<file path="config.mk">
export PLATFORM = sky130hd
export DESIGN_NAME = shift_out_reader_flat
export DESIGN_NICKNAME = d
export VERILOG_FILES = /design/src/rtl/shift_out_reader_pkg.sv /design/src/rtl/shift_out_reader_if.sv /design/src/rtl/shift_out_reader_bit_timer.sv /design/src/rtl/shift_out_reader.sv /design/src/flat_wrapper.sv
export SDC_FILE = /design/constraint.sdc
export NUM_CORES = 1
export LEC_CHECK = 0
export BUFFER_PORTS_ARGS = -buffer_cell sky130_fd_sc_hd__buf_2
export CORE_MARGIN = 4
export CORE_UTILIZATION = 40
export CTS_BUF_LIST = sky130_fd_sc_hd__clkbuf_8
export CTS_CLUSTER_SIZE = 14
export DETAILED_ROUTE_END_ITERATION = 10
export SETUP_SLACK_MARGIN = 0.2
export SYNTH_ARGS = -nofsm -noshare
export SYNTH_HDL_FRONTEND = slang
export SYNTH_SLANG_ARGS = --single-unit
</file>
<file path="constraint.sdc">
create_clock -name clock -period 2 [get_ports clock]
set_input_delay 0.4 -clock clock [delete_from_list [all_inputs] [get_ports clock]]
set_output_delay 0.4 -clock clock [all_outputs]
set_load 0.01 [all_outputs]
</file>
<file path="src/rtl/shift_out_reader_pkg.sv">
// Shared types and constants for the shift_out_reader slice.
// Optional parity support is selected with SHIFT_OUT_PARITY_EN (see shift_out_reader.sv).
package shift_out_pkg;

    typedef enum logic [1:0] {
        IDLE   = 2'd0,
        SHIFT  = 2'd1,
        PARITY = 2'd2
    } state_t;

    localparam int DEFAULT_WIDTH      = 8;
    localparam int DEFAULT_BIT_CYCLES = 1;

    // Enough bits to index n distinct values, never narrower than one bit.
    function automatic int counter_width(input int n);
        return (n <= 2) ? 1 : $clog2(n);
    endfunction

endpackage

</file>
<file path="src/rtl/shift_out_reader_if.sv">
// Load handshake and serial output bundle between a word source and shift_out_reader.
interface shift_out_reader_if
    import shift_out_pkg::*;
#(
    parameter int WIDTH = DEFAULT_WIDTH
);
    logic [WIDTH-1:0] load_data;
    logic             load_valid;
    logic             load_ready;
    logic             serial_out;
    logic             frame;
    logic             done;

    modport master (
        output load_data, load_valid,
        input  load_ready, serial_out, frame, done
    );

    modport slave (
        input  load_data, load_valid,
        output load_ready, serial_out, frame, done
    );
endinterface

</file>
<file path="src/rtl/shift_out_reader_bit_timer.sv">
// Bit-period down-counter: tick is high on the last clock of every BIT_CYCLES-long bit.
module bit_timer
    import shift_out_pkg::*;
#(
    parameter int BIT_CYCLES = DEFAULT_BIT_CYCLES
) (
    input  logic clock,
    input  logic reset,
    input  logic restart,
    output logic tick
);
    localparam int TW = counter_width(BIT_CYCLES + 1);
    localparam logic [TW-1:0] RELOAD = TW'(BIT_CYCLES - 1);

    logic [TW-1:0] count;

    // Reloads on restart or after each tick, so consecutive bits need no extra control.
    always_ff @(posedge clock) begin
        if (reset) begin
            count <= '0;
        end else if (restart || (count == '0)) begin
            count <= RELOAD;
        end else begin
            count <= count - TW'(1);
        end
    end

    assign tick = (count == '0);
endmodule

</file>
<file path="src/rtl/shift_out_reader.sv">
// Accepts a parallel word over a valid/ready handshake and shifts it out serially with frame/done.
// Define SHIFT_OUT_PARITY_EN to append one even-parity bit after the data bits.
module shift_out_reader
    import shift_out_pkg::*;
#(
    parameter int WIDTH      = DEFAULT_WIDTH,
    parameter int MSB_FIRST  = 1,
    parameter int BIT_CYCLES = DEFAULT_BIT_CYCLES
) (
    input  logic               clock,
    input  logic               reset,
    shift_out_reader_if.slave  bus
);
    localparam int BW = counter_width(WIDTH);
    localparam logic [BW-1:0] LAST_BIT = BW'(WIDTH - 1);

    state_t           state;
    state_t           state_next;
    logic [WIDTH-1:0] shreg;
    logic [BW-1:0]    bitcnt;
    logic             tick;
    logic             restart;
    logic             accept;
    logic             last_bit;
    logic             head;
`ifdef SHIFT_OUT_PARITY_EN
    logic             parity_q;
`endif

    bit_timer #(
        .BIT_CYCLES (BIT_CYCLES)
    ) u_bit_timer (
        .clock   (clock),
        .reset   (reset),
        .restart (restart),
        .tick    (tick)
    );

    assign accept   = (state == IDLE) && bus.load_valid;
    assign last_bit = (bitcnt == LAST_BIT);
    assign head     = (MSB_FIRST != 0) ? shreg[WIDTH-1] : shreg[0];

    always_ff @(posedge clock) begin
        if (reset) begin
            state <= IDLE;
        end else begin
            state <= state_next;
        end
    end

    always_comb begin
        state_next     = state;
        restart        = 1'b0;
        bus.load_ready = 1'b0;
        bus.frame      = 1'b0;
        bus.serial_out = 1'b0;
        bus.done       = 1'b0;
        case (state)
            IDLE: begin
                bus.load_ready = 1'b1;
                restart        = 1'b1;
                if (bus.load_valid) begin
                    state_next = SHIFT;
                end
            end
            SHIFT: begin
                bus.frame      = 1'b1;
                bus.serial_out = head;
                if (tick && last_bit) begin
`ifdef SHIFT_OUT_PARITY_EN
                    state_next = PARITY;
`else
                    state_next = IDLE;
                    bus.done   = 1'b1;
`endif
                end
            end
`ifdef SHIFT_OUT_PARITY_EN
            PARITY: begin
                bus.frame      = 1'b1;
                bus.serial_out = parity_q;
                if (tick) begin
                    state_next = IDLE;
                    bus.done   = 1'b1;
                end
            end
`endif
            default: begin
                state_next = IDLE;
            end
        endcase
    end

    // The word is captured only in IDLE, so load_data changes mid-frame cannot leak in.
    always_ff @(posedge clock) begin
        if (reset) begin
            shreg  <= '0;
            bitcnt <= '0;
`ifdef SHIFT_OUT_PARITY_EN
            parity_q <= 1'b0;
`endif
        end else if (accept) begin
            shreg  <= bus.load_data;
            bitcnt <= '0;
`ifdef SHIFT_OUT_PARITY_EN
            parity_q <= ^bus.load_data;
`endif
        end else if ((state == SHIFT) && tick) begin
            if (MSB_FIRST != 0) begin
                shreg <= {shreg[WIDTH-2:0], 1'b0};
            end else begin
                shreg <= {1'b0, shreg[WIDTH-1:1]};
            end
            bitcnt <= last_bit ? '0 : bitcnt + BW'(1);
        end
    end
endmodule

</file>
<file path="src/flat_wrapper.sv">
// flat-port wrapper written by rule: the top's interface ports become plain ports
module shift_out_reader_flat import shift_out_pkg::*;
#(
    parameter int WIDTH      = DEFAULT_WIDTH,
    parameter int MSB_FIRST  = 1,
    parameter int BIT_CYCLES = DEFAULT_BIT_CYCLES
)
  (clock, reset, bus_load_data, bus_load_valid, bus_load_ready, bus_serial_out, bus_frame, bus_done);
  shift_out_reader_if #(.WIDTH(WIDTH)) bus_i ();
  input  logic clock;
  input  logic reset;
  input wire logic [$bits(bus_i.load_data)-1:0] bus_load_data;
  input wire logic [$bits(bus_i.load_valid)-1:0] bus_load_valid;
  output wire logic [$bits(bus_i.load_ready)-1:0] bus_load_ready;
  output wire logic [$bits(bus_i.serial_out)-1:0] bus_serial_out;
  output wire logic [$bits(bus_i.frame)-1:0] bus_frame;
  output wire logic [$bits(bus_i.done)-1:0] bus_done;
  assign bus_i.load_data = bus_load_data;
  assign bus_i.load_valid = bus_load_valid;
  assign bus_load_ready = bus_i.load_ready;
  assign bus_serial_out = bus_i.serial_out;
  assign bus_frame = bus_i.frame;
  assign bus_done = bus_i.done;
  shift_out_reader #(.WIDTH(WIDTH), .MSB_FIRST(MSB_FIRST), .BIT_CYCLES(BIT_CYCLES)) u_core (.clock(clock), .reset(reset), .bus(bus_i));
endmodule
</file>
==> report_table.html, run 1 <==
<table>
<tr><th>Metric</th><th>Value</th></tr>
<tr><th colspan="2">Drt</th></tr>
<tr><td>Remaining antenna violation count after routing</td><td>0</td></tr>
<tr><td>Initial DRT Pass Iterations</td><td>3</td></tr>
<tr><td>Number of vias in the routed layout</td><td>about 480</td></tr>
<tr><td>Detailed-route DRC error count</td><td>0</td></tr>
<tr><td>Routed length per instance</td><td>12.2 um</td></tr>
<tr><td>Final Routed Wirelength</td><td>1.11 mm</td></tr>
<tr><td>Detailed Route Iter0 Violations</td><td>13</td></tr>
<tr><td>Via count normalized by instance count</td><td>between 5 and 6</td></tr>
<tr><th colspan="2">Power and ir drop</th></tr>
<tr><td>Net switching share of the total power</td><td>0.237</td></tr>
<tr><td>Power per cell area</td><td>847 nW/um2</td></tr>
<tr><td>Net Sw Power</td><td>around 0.00014 W</td></tr>
<tr><td>Proportion of power drawn by flip-flops and latches</td><td>0.493</td></tr>
<tr><td>Maximum vdd drop</td><td>approximately 0.56 mV</td></tr>
<tr><td>Portion of total power attributed to combinational logic</td><td>0.110</td></tr>
<tr><td>Fraction of power consumed by the clock network</td><td>0.397</td></tr>
<tr><td>Final Power</td><td>roughly 0.00058 W</td></tr>
<tr><td>Static Leak</td><td>between 0.2 and 0.3 nW</td></tr>
<tr><td>Cell internal pwr</td><td>~0.00044 W</td></tr>
<tr><th colspan="2">Critical path</th></tr>
<tr><td>Critical Path Sink Type</td><td>output port</td></tr>
<tr><td>CP Launch Type</td><td>flop</td></tr>
<tr><td>Critical path destination</td><td>bus_done</td></tr>
<tr><td>Data arrival time at the worst-slack endpoint</td><td>around 1.3 ns</td></tr>
<tr><td>Reg2Reg Capture Point</td><td>u_core.bitcnt[1]</td></tr>
<tr><td>First element of the critical path</td><td>u_core.bitcnt[0]</td></tr>
<tr><td>Worst R2R Start</td><td>u_core.bitcnt[0]</td></tr>
<tr><td>Worst setup path category</td><td>flop to output port</td></tr>
<tr><td>Setup slack of the worst register-to-register path</td><td>approximately 0.7 ns</td></tr>
<tr><td>Worst EP required</td><td>1.60 ns</td></tr>
<tr><td>Maximum fanout along the worst path</td><td>3</td></tr>
<tr><td>Worst Reg-to-Reg Cells</td><td>5</td></tr>
<tr><th colspan="2">STA</th></tr>
<tr><td>Post-Route Setup TNS</td><td>0 ns</td></tr>
<tr><td>Time the final worst path needs with I/O delays and setup</td><td>about 1.7 ns</td></tr>
<tr><td>Final clock skew</td><td>approximately 0.004 ns</td></tr>
<tr><td>Count of final hold-check violations</td><td>0</td></tr>
<tr><td>Final worst-path setup slack</td><td>about 0.35 ns</td></tr>
<tr><td>Setup repair after global routing missed its margin</td><td>false</td></tr>
<tr><td>Slew Viols, Final</td><td>0</td></tr>
<tr><td>Period utilisation layout</td><td>0.826</td></tr>
<tr><td>Highest clock frequency the design can meet</td><td>between 600 and 700 MHz</td></tr>
<tr><td>Finish-stage setup viols</td><td>0</td></tr>
<tr><th colspan="2">Floorplanning</th></tr>
<tr><td>Chip Height</td><td>45.8 um</td></tr>
<tr><td>Starting utilization of the core area</td><td>0.434</td></tr>
<tr><td>Area of the core region</td><td>roughly 1300 um2</td></tr>
<tr><td>Die Footprint</td><td>2100 um2</td></tr>
<tr><td>Number of rows in the core area</td><td>13</td></tr>
<tr><td>Top-Level Pins</td><td>15</td></tr>
<tr><td>Die width</td><td>between 40 and 50 um</td></tr>
<tr><th colspan="2">Yosys</th></tr>
<tr><td>Post-synthesis net count</td><td>75</td></tr>
<tr><td>Synth area leader</td><td>dfxtp_1</td></tr>
<tr><td>Yosys warning count</td><td>0</td></tr>
<tr><td>Synth area leaders</td><td>dfxtp_1 46%, nor3_1 7.9%, mux2i_1 5.3%</td></tr>
<tr><td>Synthesized area per cell</td><td>9.22 um2</td></tr>
<tr><td>Share of the synthesized area in the top cell type</td><td>0.455</td></tr>
<tr><td>Number of distinct library cells after synthesis</td><td>21</td></tr>
<tr><td>Number of synthesized register bits</td><td>13</td></tr>
<tr><td>Number of instances in the synthesized netlist</td><td>just over 60</td></tr>
<tr><td>Seq/Total Area, Yosys</td><td>0.455</td></tr>
<tr><td>Cell Area, Synth</td><td>~570 um2</td></tr>
<tr><th colspan="2">Cells and area</th></tr>
<tr><td># fillers</td><td>around 130</td></tr>
<tr><td>Share of layout cells above drive strength 1</td><td>0.250</td></tr>
<tr><td>Final net count</td><td>90</td></tr>
<tr><td>Area Growth Syn to Fin</td><td>19.0%</td></tr>
<tr><td>Final antenna diode count</td><td>0</td></tr>
<tr><th colspan="2">Global route</th></tr>
<tr><td>Overall Global Routing Usage</td><td>0.126</td></tr>
<tr><td>Number of global-route vias before repair</td><td>about 450</td></tr>
<tr><td>Maximum number of pins on one net before global-route repair</td><td>13</td></tr>
<tr><td>Wire length of the first global-routing pass</td><td>between 1.5 and 2 mm</td></tr>
<tr><td>Antenna violations before repair</td><td>0</td></tr>
<tr><td>Overflow left after global routing</td><td>0</td></tr>
<tr><th colspan="2">Clocking</th></tr>
<tr><td>Buffer levels on the longest clock path</td><td>2</td></tr>
<tr><td>Number of resized instances in the post-cts repair step</td><td>0</td></tr>
<tr><td>Reg clk slew, reported paths</td><td>around 0.060 ns</td></tr>
<tr><td>Hold buffer count at CTS</td><td>0</td></tr>
<tr><td>CTS H-tree depth</td><td>1</td></tr>
<tr><td>Cell at the root of the clock tree</td><td>clkbuf_8</td></tr>
<tr><td>CTS tree</td><td>yes</td></tr>
<tr><td>Buffers inserted by post-CTS timing repair</td><td>0</td></tr>
<tr><td>TritonCTS buffer count</td><td>3</td></tr>
<tr><td>CTS sink count</td><td>13</td></tr>
<tr><td>Insertion delay of the later-clocked pin in the worst-skew pair</td><td>between 0.2 and 0.25 ns</td></tr>
<tr><th colspan="2">Run status</th></tr>
<tr><td>Result of the run</td><td>finished clean</td></tr>
<tr><th colspan="2">Placed design</th></tr>
<tr><td>DPL Wire Length</td><td>a little under 800 um</td></tr>
<tr><td>Worst setup timing slack at the placement stage</td><td>between 0.6 and 0.7 ns</td></tr>
<tr><td>Count of input and output buffers</td><td>14</td></tr>
<tr><td>RD Place Congestion</td><td>~0.72</td></tr>
<tr><th colspan="2">Run</th></tr>
<tr><td>Maximum Capacitance Violations</td><td>0</td></tr>
<tr><th colspan="2">Worst hold path</th></tr>
<tr><td>Type of the most critical hold path</td><td>input port to flop</td></tr>
</table>
placed cells by master (no fill, tap or decap):
| cell type | Yosys | final |
|---|---|---|
| buf_2 | 2 | 14 |
| dfxtp_1 | 13 | 13 |
| nor3_1 | 9 | 9 |
| a21oi_1 | 5 | 5 |
| a22oi_1 | 4 | 4 |
| nand3_1 | 4 | 4 |
| nor2_1 | 3 | 3 |
| mux2i_1 | 3 | 3 |
| clkbuf_8 | 0 | 3 |
| inv_1 | 1 | 2 |
| and2b_1 | 2 | 2 |
| and2_1 | 2 | 2 |
| nand2b_1 | 2 | 2 |
| o22ai_1 | 2 | 2 |
| nand2_1 | 2 | 2 |
| ha_1 | 2 | 2 |
| a311oi_2 | 1 | 1 |
| nor4bb_1 | 1 | 1 |
| buf_4 | 1 | 1 |
| conb_1 | 1 | 1 |
per-stage QoR:
stage | hold slack, ns | util | std cells | cell area (um2)
CTS | 0.430 | 0.517 | 91 | 681
detailed placement | 0.462 | 0.482 | 87 | 636
finish | 0.434 | 0.517 | 91 | 681
global route | 0.442 | 0.517 | 91 | 681
floorplan | 0.443 | - | 62 | 572
global placement | 0.453 | 0.482 | 87 | 636
cell type report:
cell class                 instances  area, um2  area share
sequential                        13        260       0.382
clock buffer                       3       41.3      0.0607
multi-input combinational         43        275       0.404
clock inverter                     1       3.75     0.00551
timing repair buffer              15       77.6       0.114
tap                               15       18.8      0.0276
inverter                           1       3.75     0.00551
critical path, stage by stage, from the launching register on:
cell and delay (ns):
dfxtp_1 0.32, ha_1 0.20, ha_1 0.20, and2_1 0.15, buf_2 0.13
Yosys cell counts (all sizes together):
| library cell | number |
|---|---|
| a21oi | 5 |
| a22oi | 4 |
| a311oi | 1 |
| and2 | 2 |
| and2b | 2 |
| buf | 4 |
| clkbuf | 1 |
| conb | 1 |
| dfxtp | 13 |
| ha | 2 |
| inv | 1 |
| mux2i | 3 |
| nand2 | 2 |
| nand2b | 2 |
| nand3 | 4 |
| nor2 | 3 |
| nor3 | 9 |
| nor4bb | 1 |
| o22ai | 2 |
cells by family after synthesis:
kind of cell               after synthesis  share of synthesized area
AOI/OAI and AO/OA                       12                      0.144
adders and majority gates                2                     0.0438
buffers and inverters                    6                     0.0634
DFF                                     13                      0.455
muxes                                    3                     0.0525
other                                    1                    0.00656
and+or+nand+nor                         25                      0.234
state kept, by name, summed over array words and instances, names as in the netlist:
register                  count
u_core.bitcnt                 3
u_core.shreg                  8
u_core.state                  1
u_core.u_bit_timer.count      1
power by group through the flow:
stage	clock network, W	logic, W	registers, W
2_1_floorplan	0	0.0000471	0.000288
3_3_place_gp	0	0.0000637	0.000289
3_5_place_dp	0	0.0000639	0.000290
4_1_cts	0.000237	0.0000640	0.000284
5_1_grt	0.000250	0.0000717	0.000286
6_report	0.000229	0.0000634	0.000284
worst min-delay path by stage:
| stage | startpoint | endpoint | slack (ns) | cells past startpoint |
|---|---|---|---|---|
| after floorplan | u_core.shreg[7] | u_core.shreg[7] | 0.44 | 2 |
| after global placement | u_core.shreg[7] | u_core.shreg[7] | 0.45 | 2 |
| after detailed placement | u_core.shreg[4] | u_core.shreg[4] | 0.46 | 2 |
| after CTS | bus_load_data[3] | u_core.shreg[3] | 0.43 | 3 |
| after global routing | bus_load_data[3] | u_core.shreg[3] | 0.44 | 3 |
| final | bus_load_data[4] | u_core.shreg[4] | 0.43 | 3 |
layer usage:
metal / global-route usage / wire, um / vias to the layer above
met5: 0 / 0 / -
met4: 0.0511 / 10 / 0
met3: 0.0791 / 78 / 2
met2: 0.189 / 515 / 11
met1: 0.142 / 502 / 219
li1: - / - / 249
No activity file was read; power rests on OpenSTA's default activity.
==> run 2, diff against run 1 <==
--- a/config.mk
+++ b/config.mk
@@ -11,6 +11,7 @@
 export CTS_BUF_LIST = sky130_fd_sc_hd__clkbuf_8
 export CTS_CLUSTER_SIZE = 14
 export DETAILED_ROUTE_END_ITERATION = 10
+export PLACE_DENSITY = 0.66
 export SETUP_SLACK_MARGIN = 0.2
 export SYNTH_ARGS = -nofsm -noshare
 export SYNTH_HDL_FRONTEND = slang
==> constraint.sdc (replaced) <==
create_clock -name clock -period 1.4 [get_ports clock]
set_input_delay 0.28 -clock clock [delete_from_list [all_inputs] [get_ports clock]]
set_output_delay 0.28 -clock clock [all_outputs]
set_load 0.01 [all_outputs]
==> run 2 against run 1 <==
Net effect: the run now ends with setup timing left; setup slack lost 0.36 ns; first-iteration DRC count down 23%; routed wire length rose by 6.4%; clock-buffer cell count did not move; register-to-register slack lost 0.59 ns; total power up 43%; largest cell class unchanged.
==> report_table.html, run 2 (synthesized netlist as in run 1, its figures left out) <==
<table>
<tr><th>Metric</th><th>Value</th></tr>
<tr><th colspan="2">Drt</th></tr>
<tr><td>Final Routed Wirelength</td><td>1.18 mm</td></tr>
<tr><td>Number of vias in the routed layout</td><td>~490</td></tr>
<tr><td>Via count normalized by instance count</td><td>roughly 5.2</td></tr>
<tr><td>Detailed-route DRC error count</td><td>0</td></tr>
<tr><td>Remaining antenna violation count after routing</td><td>0</td></tr>
<tr><td>Routed length per instance</td><td>approximately 13 um</td></tr>
<tr><td>Detailed Route Iter0 Violations</td><td>10</td></tr>
<tr><td>Initial DRT Pass Iterations</td><td>4</td></tr>
<tr><th colspan="2">Global route</th></tr>
<tr><td>Wire length of the first global-routing pass</td><td>approximately 1.9 mm</td></tr>
<tr><td>Overall Global Routing Usage</td><td>0.132</td></tr>
<tr><td>Antenna violations before repair</td><td>0</td></tr>
<tr><td>Maximum number of pins on one net before global-route repair</td><td>13</td></tr>
<tr><td>Overflow left after global routing</td><td>0</td></tr>
<tr><td>Number of global-route vias before repair</td><td>445</td></tr>
<tr><th colspan="2">STA</th></tr>
<tr><td>Highest clock frequency the design can meet</td><td>between 700 and 800 MHz</td></tr>
<tr><td>Time the final worst path needs with I/O delays and setup</td><td>about 1.4 ns</td></tr>
<tr><td>Slew Viols, Final</td><td>0</td></tr>
<tr><td>Period utilisation layout</td><td>1.01</td></tr>
<tr><td>Count of final hold-check violations</td><td>0</td></tr>
<tr><td>Final clock skew</td><td>between 0.002 and 0.003 ns</td></tr>
<tr><td>Setup repair after global routing missed its margin</td><td>true</td></tr>
<tr><td>Finish-stage setup viols</td><td>1</td></tr>
<tr><td>Post-Route Setup TNS</td><td>-0.0121 ns</td></tr>
<tr><td>Final worst-path setup slack</td><td>-0.0121 ns</td></tr>
<tr><th colspan="2">Floorplanning</th></tr>
<tr><td>Die Footprint</td><td>approximately 2100 um2</td></tr>
<tr><td>Area of the core region</td><td>roughly 1300 um2</td></tr>
<tr><td>Number of rows in the core area</td><td>13</td></tr>
<tr><td>Starting utilization of the core area</td><td>0.434</td></tr>
<tr><td>Top-Level Pins</td><td>15</td></tr>
<tr><td>Chip Height</td><td>roughly 46 um</td></tr>
<tr><td>Die width</td><td>45.8 um</td></tr>
<tr><th colspan="2">Critical path</th></tr>
<tr><td>Worst EP required</td><td>1.12 ns</td></tr>
<tr><td>Data arrival time at the worst-slack endpoint</td><td>1.13 ns</td></tr>
<tr><td>Worst Reg-to-Reg Cells</td><td>6</td></tr>
<tr><td>Maximum fanout along the worst path</td><td>2</td></tr>
<tr><td>Reg2Reg Capture Point</td><td>u_core.bitcnt[1]</td></tr>
<tr><td>Worst R2R Start</td><td>u_core.bitcnt[1]</td></tr>
<tr><td>Worst setup path category</td><td>flop to output port</td></tr>
<tr><td>CP Launch Type</td><td>flop</td></tr>
<tr><td>Setup slack of the worst register-to-register path</td><td>about 0.1 ns</td></tr>
<tr><td>Critical Path Sink Type</td><td>output port</td></tr>
<tr><th colspan="2">Run</th></tr>
<tr><td>Maximum Capacitance Violations</td><td>0</td></tr>
<tr><th colspan="2">Cells and area</th></tr>
<tr><td>Top flop regs</td><td>u_core.shreg x8, u_core.bitcnt x3</td></tr>
<tr><td>Final antenna diode count</td><td>0</td></tr>
<tr><td>Most used cells in the layout excluding fill and tap cells</td><td>13 x buf_2, 10 x dfxtp_1, 9 x nor3_1, 5 x a21oi_1</td></tr>
<tr><td>Leading cell type in the layout, fill and taps excluded</td><td>buf_2</td></tr>
<tr><td>End-of-flow core utilization</td><td>0.582</td></tr>
<tr><td>Area Growth Syn to Fin</td><td>34.1%</td></tr>
<tr><td>Share of layout cells above drive strength 1</td><td>0.392</td></tr>
<tr><td>Largest register by flop count</td><td>u_core.shreg</td></tr>
<tr><td>Number of flip-flops under the largest register name</td><td>8</td></tr>
<tr><td>Final net count</td><td>between 90 and 100</td></tr>
<tr><th colspan="2">Worst hold path</th></tr>
<tr><td>Cell count of the worst hold path</td><td>3</td></tr>
<tr><td>Type of the most critical hold path</td><td>input port to flop</td></tr>
<tr><td>WHS Endpoint</td><td>u_core.shreg[3]</td></tr>
<tr><td>Start point of the worst min-delay path</td><td>bus_load_data[3]</td></tr>
<tr><th colspan="2">Power and ir drop</th></tr>
<tr><td>Net switching share of the total power</td><td>0.231</td></tr>
<tr><td>Power per cell area</td><td>roughly 1100 nW/um2</td></tr>
<tr><td>Cell internal pwr</td><td>around 0.00063 W</td></tr>
<tr><td>Static Leak</td><td>between 0.3 and 0.4 nW</td></tr>
<tr><td>Proportion of power drawn by flip-flops and latches</td><td>0.494</td></tr>
<tr><td>Net Sw Power</td><td>0.000190 W</td></tr>
<tr><td>Fraction of power consumed by the clock network</td><td>0.386</td></tr>
<tr><td>Final Power</td><td>0.000824 W</td></tr>
<tr><td>Portion of total power attributed to combinational logic</td><td>0.120</td></tr>
<tr><td>Maximum vdd drop</td><td>0.824 mV</td></tr>
<tr><th colspan="2">Clocking</th></tr>
<tr><td>Buffer levels on the longest clock path</td><td>2</td></tr>
<tr><td>CTS H-tree depth</td><td>1</td></tr>
<tr><td>Reg clk slew, reported paths</td><td>0.05 ns</td></tr>
<tr><td>Insertion delay of the later-clocked pin in the worst-skew pair</td><td>approximately 0.24 ns</td></tr>
<tr><td>Cell at the root of the clock tree</td><td>clkbuf_8</td></tr>
<tr><td>CTS sink count</td><td>13</td></tr>
<tr><td>TritonCTS buffer count</td><td>3</td></tr>
<tr><td>Hold buffer count at CTS</td><td>0</td></tr>
<tr><td>CTS tree</td><td>yes</td></tr>
<tr><th colspan="2">Placed design</th></tr>
<tr><td>RD Place Congestion</td><td>roughly 0.7</td></tr>
<tr><td>Count of input and output buffers</td><td>14</td></tr>
<tr><td>Worst setup timing slack at the placement stage</td><td>approximately 0.12 ns</td></tr>
<tr><th colspan="2">Run status</th></tr>
<tr><td>Result of the run</td><td>finished with violations</td></tr>
<tr><td>Violated checks</td><td>setup timing</td></tr>
</table>
## run 2: changes by cell type in the layout (fill, tap and decap cells not counted), moves of 2 or more
cell | previous run | this run
ha_4 | 0 | 2
buf_4 | 1 | 4
ha_1 | 2 | 0
dfxtp_2 | 0 | 2
dfxtp_1 | 13 | 10
## run 2: timing repair
action | in CTS | in global routing
cloned | 0 | 0
gates resized for setup | 10 | 5
hold endpoints to repair | 0 | 0
buffers inserted | 2 | 1
endpoints found under the setup margin | 6 | 6
pin swaps | 0 | 2
## run 2: power by group through the flow
| stage | Combinational [W] | Clock, W | Sequential, W |
|---|---|---|---|
| floorplan | 0.0000674 | 0 | 0.000412 |
| global placement | 0.0000904 | 0 | 0.000413 |
| detailed placement | 0.0000912 | 0 | 0.000414 |
| CTS | 0.0000950 | 0.000332 | 0.000407 |
| global route | 0.000108 | 0.000351 | 0.000411 |
| finish | 0.0000989 | 0.000318 | 0.000408 |
## run 2: per-layer routing
| layer | wire length [um] | GRT usage | share of wire |
|---|---|---|---|
| met5 | 0 | 0 | 0 |
| met4 | 8 | 0.0511 | 0.0068 |
| met3 | 94 | 0.0791 | 0.080 |
| met2 | 566 | 0.187 | 0.48 |
| met1 | 508 | 0.162 | 0.43 |
## run 2: how the worst max path moves through the flow
stage | startpoint | end | slack (ns) | cells past startpoint
4_1_cts | u_core.bitcnt[1] | bus_done | -0.005 | 4
5_1_grt | u_core.bitcnt[1] | bus_done | -0.04 | 4
6_report | u_core.bitcnt[1] | bus_done | -0.01 | 4
2_1_floorplan | u_core.bitcnt[0] | u_core.bitcnt[1] | 0.24 | 5
3_5_place_dp | u_core.bitcnt[0] | bus_done | 0.12 | 4
3_3_place_gp | u_core.bitcnt[0] | bus_done | 0.15 | 4
## run 2: area by class of cell
class | instances | area (um2)
timing repair buffer | 18 | 106
sequential | 13 | 267
tap | 15 | 18.8
inverter | 1 | 3.75
clock buffer | 3 | 41.3
fill | 118 | 551
clock inverter | 1 | 3.75
multi-input combinational | 43 | 327
## run 2: critical path, stage by stage (launching register included)
cell	delay (ns)
dfxtp_2	0.33
ha_4	0.16
ha_4	0.15
and2_4	0.13
buf_6	0.11
## run 2: metrics by stage
stage / hold slack, ns / instances / instance area, um2
3_3_place_gp: 0.454 / 87 / 636
5_1_grt: 0.318 / 94 / 767
4_1_cts: 0.308 / 93 / 739
2_1_floorplan: 0.348 / 62 / 572
6_report: 0.315 / 94 / 767
3_5_place_dp: 0.459 / 87 / 636
==> run 3, diff against run 2 <==
--- a/config.mk
+++ b/config.mk
@@ -6,13 +6,14 @@
 export NUM_CORES = 1
 export LEC_CHECK = 0
 export BUFFER_PORTS_ARGS = -buffer_cell sky130_fd_sc_hd__buf_2
+export CAP_MARGIN = 10
 export CORE_MARGIN = 4
 export CORE_UTILIZATION = 40
 export CTS_BUF_LIST = sky130_fd_sc_hd__clkbuf_8
 export CTS_CLUSTER_SIZE = 14
 export DETAILED_ROUTE_END_ITERATION = 10
-export PLACE_DENSITY = 0.66
 export SETUP_SLACK_MARGIN = 0.2
 export SYNTH_ARGS = -nofsm -noshare
 export SYNTH_HDL_FRONTEND = slang
+export SYNTH_HIERARCHICAL = 1
 export SYNTH_SLANG_ARGS = --single-unit
==> constraint.sdc (replaced) <==
create_clock -name clock -period 1.6 [get_ports clock]
set_input_delay 0.32 -clock clock [delete_from_list [all_inputs] [get_ports clock]]
set_output_delay 0.32 -clock clock [all_outputs]
set_load 0.01 [all_outputs]
==> run 3 against run 2 <==
Net effect: design area shrank 0.33%; routed wire length grew 3.7%; setup slack gained 0.11 ns; the flow now finishes without violations; first-iteration DRC count grew 90%; total power shrank 11%; flip-flop and latch count is the same; worst hold slack gained 0.029 ns; utilization shrank 0.19 points; critical path depth is the same; synthesized area shrank 0.22%; synthesized cell count shrank 1.6%.
==> report_table.html, run 3 <==
<table>
<tr><th>Metric</th><th>Value</th></tr>
<tr><th colspan="2">Drt</th></tr>
<tr><td>Final Routed Wirelength</td><td>1.22 mm</td></tr>
<tr><td>Number of vias in the routed layout</td><td>between 400 and 500</td></tr>
<tr><td>Routed length per instance</td><td>around 13 um</td></tr>
<tr><td>Remaining antenna violation count after routing</td><td>0</td></tr>
<tr><td>Detailed-route DRC error count</td><td>0</td></tr>
<tr><td>Initial DRT Pass Iterations</td><td>4</td></tr>
<tr><td>Detailed Route Iter0 Violations</td><td>19</td></tr>
<tr><td>Via count normalized by instance count</td><td>5.10</td></tr>
<tr><th colspan="2">Placed design</th></tr>
<tr><td>Cell Area, Placed</td><td>649 um2</td></tr>
<tr><td>DPL Wire Length</td><td>845 um</td></tr>
<tr><td>Count of input and output buffers</td><td>14</td></tr>
<tr><td>RD Place Congestion</td><td>around 0.74</td></tr>
<tr><th colspan="2">STA</th></tr>
<tr><td>Count of final hold-check violations</td><td>0</td></tr>
<tr><td>Finish-stage setup viols</td><td>0</td></tr>
<tr><td>Highest clock frequency the design can meet</td><td>666 MHz</td></tr>
<tr><td>Slew Viols, Final</td><td>0</td></tr>
<tr><td>Post-Route Setup TNS</td><td>0 ns</td></tr>
<tr><td>Final clock skew</td><td>about 0.0044 ns</td></tr>
<tr><td>Final hold slack</td><td>roughly 0.34 ns</td></tr>
<tr><td>Setup repair after global routing missed its margin</td><td>true</td></tr>
<tr><td>Time the final worst path needs with I/O delays and setup</td><td>~1.5 ns</td></tr>
<tr><td>Period utilisation layout</td><td>0.938</td></tr>
<tr><th colspan="2">Global route</th></tr>
<tr><td>Maximum number of pins on one net before global-route repair</td><td>13</td></tr>
<tr><td>Antenna violations before repair</td><td>0</td></tr>
<tr><td>Wire length of the first global-routing pass</td><td>around 2.0 mm</td></tr>
<tr><td>Overall Global Routing Usage</td><td>0.134</td></tr>
<tr><td>Number of global-route vias before repair</td><td>476</td></tr>
<tr><td>Overflow left after global routing</td><td>0</td></tr>
<tr><th colspan="2">Clocking</th></tr>
<tr><td>CTS tree</td><td>yes</td></tr>
<tr><td>CTS sink count</td><td>13</td></tr>
<tr><td>Reg clk slew, reported paths</td><td>0.06 ns</td></tr>
<tr><td>Buffer levels on the longest clock path</td><td>2</td></tr>
<tr><td>TritonCTS buffer count</td><td>3</td></tr>
<tr><td>Insertion delay of the later-clocked pin in the worst-skew pair</td><td>between 0.2 and 0.25 ns</td></tr>
<tr><td>CTS H-tree depth</td><td>1</td></tr>
<tr><td>Cell at the root of the clock tree</td><td>clkbuf_8</td></tr>
<tr><td>Hold buffer count at CTS</td><td>0</td></tr>
<tr><th colspan="2">Yosys</th></tr>
<tr><td>Yosys warning count</td><td>6</td></tr>
<tr><td>Synthesized area per cell</td><td>~9.4 um2</td></tr>
<tr><td>Xor-xnor portion of the synthesized cell area</td><td>0</td></tr>
<tr><td>Most used DFF post-synth</td><td>dfxtp_1</td></tr>
<tr><td>Synth top cells by count</td><td>13 x dfxtp_1, 7 x nor3_1, 6 x nor2_1</td></tr>
<tr><td>Simple logic cell fraction of the synthesized area</td><td>0.182</td></tr>
<tr><td>Fraction of registers with async set/reset</td><td>0</td></tr>
<tr><td>Most common cell in the synthesized netlist</td><td>dfxtp_1</td></tr>
<tr><td>Main combinational cell family by area after synthesis</td><td>simple AND/OR/NAND/NOR gates</td></tr>
<tr><td>Complex-gate fraction of the synthesized area</td><td>0.143</td></tr>
<tr><td>Number of synthesized register bits</td><td>13</td></tr>
<tr><td>Post-synthesis net count</td><td>74</td></tr>
<tr><td>Cell Area, Synth</td><td>about 570 um2</td></tr>
<tr><td>Seq/Total Area, Yosys</td><td>0.456</td></tr>
<tr><td>Share of the synthesized area in the top cell type</td><td>0.456</td></tr>
<tr><td>Adder-cell area share of the yosys netlist</td><td>0.0439</td></tr>
<tr><td>Number of instances in the synthesized netlist</td><td>61</td></tr>
<tr><td>Synth area leader</td><td>dfxtp_1</td></tr>
<tr><td>Number of distinct library cells after synthesis</td><td>22</td></tr>
<tr><td>Synth area leaders</td><td>dfxtp_1 46%, a32oi_1 6.1%, nor3_1 6.1%</td></tr>
<tr><td>Number of synthesized flops with an enable pin</td><td>0</td></tr>
<tr><td>Mux share of post-synthesis cell area</td><td>0.112</td></tr>
<tr><th colspan="2">Cells and area</th></tr>
<tr><td>Area Growth Syn to Fin</td><td>34.0%</td></tr>
<tr><td>Most used cells in the layout excluding fill and tap cells</td><td>13 x buf_2, 10 x dfxtp_1, 7 x nor3_1, 6 x nor2_1, 6 x buf_4</td></tr>
<tr><td>Final antenna diode count</td><td>0</td></tr>
<tr><td>Top flop regs</td><td>u_core/shreg x8, u_core/bitcnt x3</td></tr>
<tr><td>Post-route cell area</td><td>about 760 um2</td></tr>
<tr><td>Number of flip-flops under the largest register name</td><td>8</td></tr>
<tr><td>Largest register by flop count</td><td>u_core/shreg</td></tr>
<tr><td>End-of-flow core utilization</td><td>0.580</td></tr>
<tr><td>Share of layout cells above drive strength 1</td><td>0.395</td></tr>
<tr><td>Final net count</td><td>95</td></tr>
<tr><td>Leading cell type in the layout, fill and taps excluded</td><td>buf_2</td></tr>
<tr><th colspan="2">Floorplanning</th></tr>
<tr><td>Chip Height</td><td>between 40 and 50 um</td></tr>
<tr><td>Die Footprint</td><td>2090 um2</td></tr>
<tr><td>Top-Level Pins</td><td>15</td></tr>
<tr><td>Area of the core region</td><td>~1300 um2</td></tr>
<tr><td>Die width</td><td>~46 um</td></tr>
<tr><td>Starting utilization of the core area</td><td>0.433</td></tr>
<tr><td>Number of rows in the core area</td><td>13</td></tr>
<tr><th colspan="2">Critical path</th></tr>
<tr><td>CP Launch Type</td><td>flop</td></tr>
<tr><td>Maximum fanout along the worst path</td><td>2</td></tr>
<tr><td>Worst setup path category</td><td>flop to output port</td></tr>
<tr><td>Worst EP required</td><td>~1.3 ns</td></tr>
<tr><td>Critical Path Sink Type</td><td>output port</td></tr>
<tr><td>Data arrival time at the worst-slack endpoint</td><td>1.18 ns</td></tr>
<tr><th colspan="2">Run</th></tr>
<tr><td>Maximum Capacitance Violations</td><td>0</td></tr>
<tr><th colspan="2">Power and ir drop</th></tr>
<tr><td>Maximum vdd drop</td><td>around 0.68 mV</td></tr>
<tr><td>Static Leak</td><td>roughly 0.34 nW</td></tr>
<tr><td>Power per cell area</td><td>approximately 950 nW/um2</td></tr>
<tr><th colspan="2">Run status</th></tr>
<tr><td>Result of the run</td><td>finished clean</td></tr>
<tr><th colspan="2">Worst hold path</th></tr>
<tr><td>Type of the most critical hold path</td><td>input port to flop</td></tr>
</table>
run 3: cell count changes after synthesis, sizes merged, moves of 2 or more:
| cell | delta |
|---|---|
| a32oi | +4 |
| nand2 | +3 |
| nor3 | -2 |
| and2b | -2 |
| nand3 | -4 |
| nor2 | +3 |
| a22oi | -3 |
run 3: critical path: stages, from the launching register on:
cell     delay (ns)
dfxtp_2        0.33
ha_4           0.16
ha_4           0.15
and3_4         0.18
buf_6          0.12
run 3: cells by family after synthesis:
| kind of cell | Yosys count |
|---|---|
| and+or+nand+nor | 22 |
| muxes | 5 |
| other | 1 |
| DFF | 13 |
| adders and majority gates | 2 |
| AOI/OAI and AO/OA | 12 |
| buffers and inverters | 6 |
run 3: timing repair:
item | in CTS | in global routing
cloned | 0 | 0
setup buffers | 2 | 2
endpoints found under the setup margin | 2 | 1
pin swaps | 1 | 1
gates resized for setup | 9 | 0
run 3: final timing paths:
| check | end | cells after the start | slack (ns) | start |
|---|---|---|---|---|
| setup / recovery | bus_done | 4 | 0.1 | u_core/bitcnt[0] |
| hold / removal | u_core/shreg[0] | 3 | 0.34 | bus_load_data[0] |
| setup reg to reg | u_core/bitcnt[0] | 7 | 0.37 | u_core/bitcnt[0] |
| hold reg to reg | u_core/shreg[2] | 2 | 0.46 | u_core/shreg[2] |
run 3: per-layer routing:
| layer | GRT usage | routed length, um | vias up |
|---|---|---|---|
| li1 | - | - | 253 |
| met1 | 0.167 | 553 | 222 |
| met2 | 0.214 | 576 | 13 |
| met3 | 0.0435 | 82 | 2 |
| met4 | 0.0511 | 10 | 0 |
| met5 | 0 | 0 | - |
run 3: area by class of cell:
type	instances	area, um2
fillers	125	553
multi-input cells	42	308
clock buffers	3	41.3
clock inverters	1	3.75
repair buffers	20	121
flip-flops and latches	13	264
inverters	2	7.51
well taps	15	18.8
run 3: through the flow:
stage	instances	total power [W]	setup slack, ns
after CTS	94	0.000737	0.112
final	96	0.000730	0.0992
after floorplan	61	0.000423	0.402
after global routing	96	0.000776	0.0713
after global placement	88	0.000452	0.286
after detailed placement	88	0.000453	0.256
run 3: report_power, final:
group / switching [W] / internal (W) / total, W / leakage (nW)
registers: 0.0000152 / 0.000344 / 0.000359 / 0.108
logic: 0.0000460 / 0.0000445 / 0.0000904 / 0.205
clock network: 0.000112 / 0.000169 / 0.000281 / 0.0269
total: 0.000173 / 0.000557 / 0.000730 / 0.340
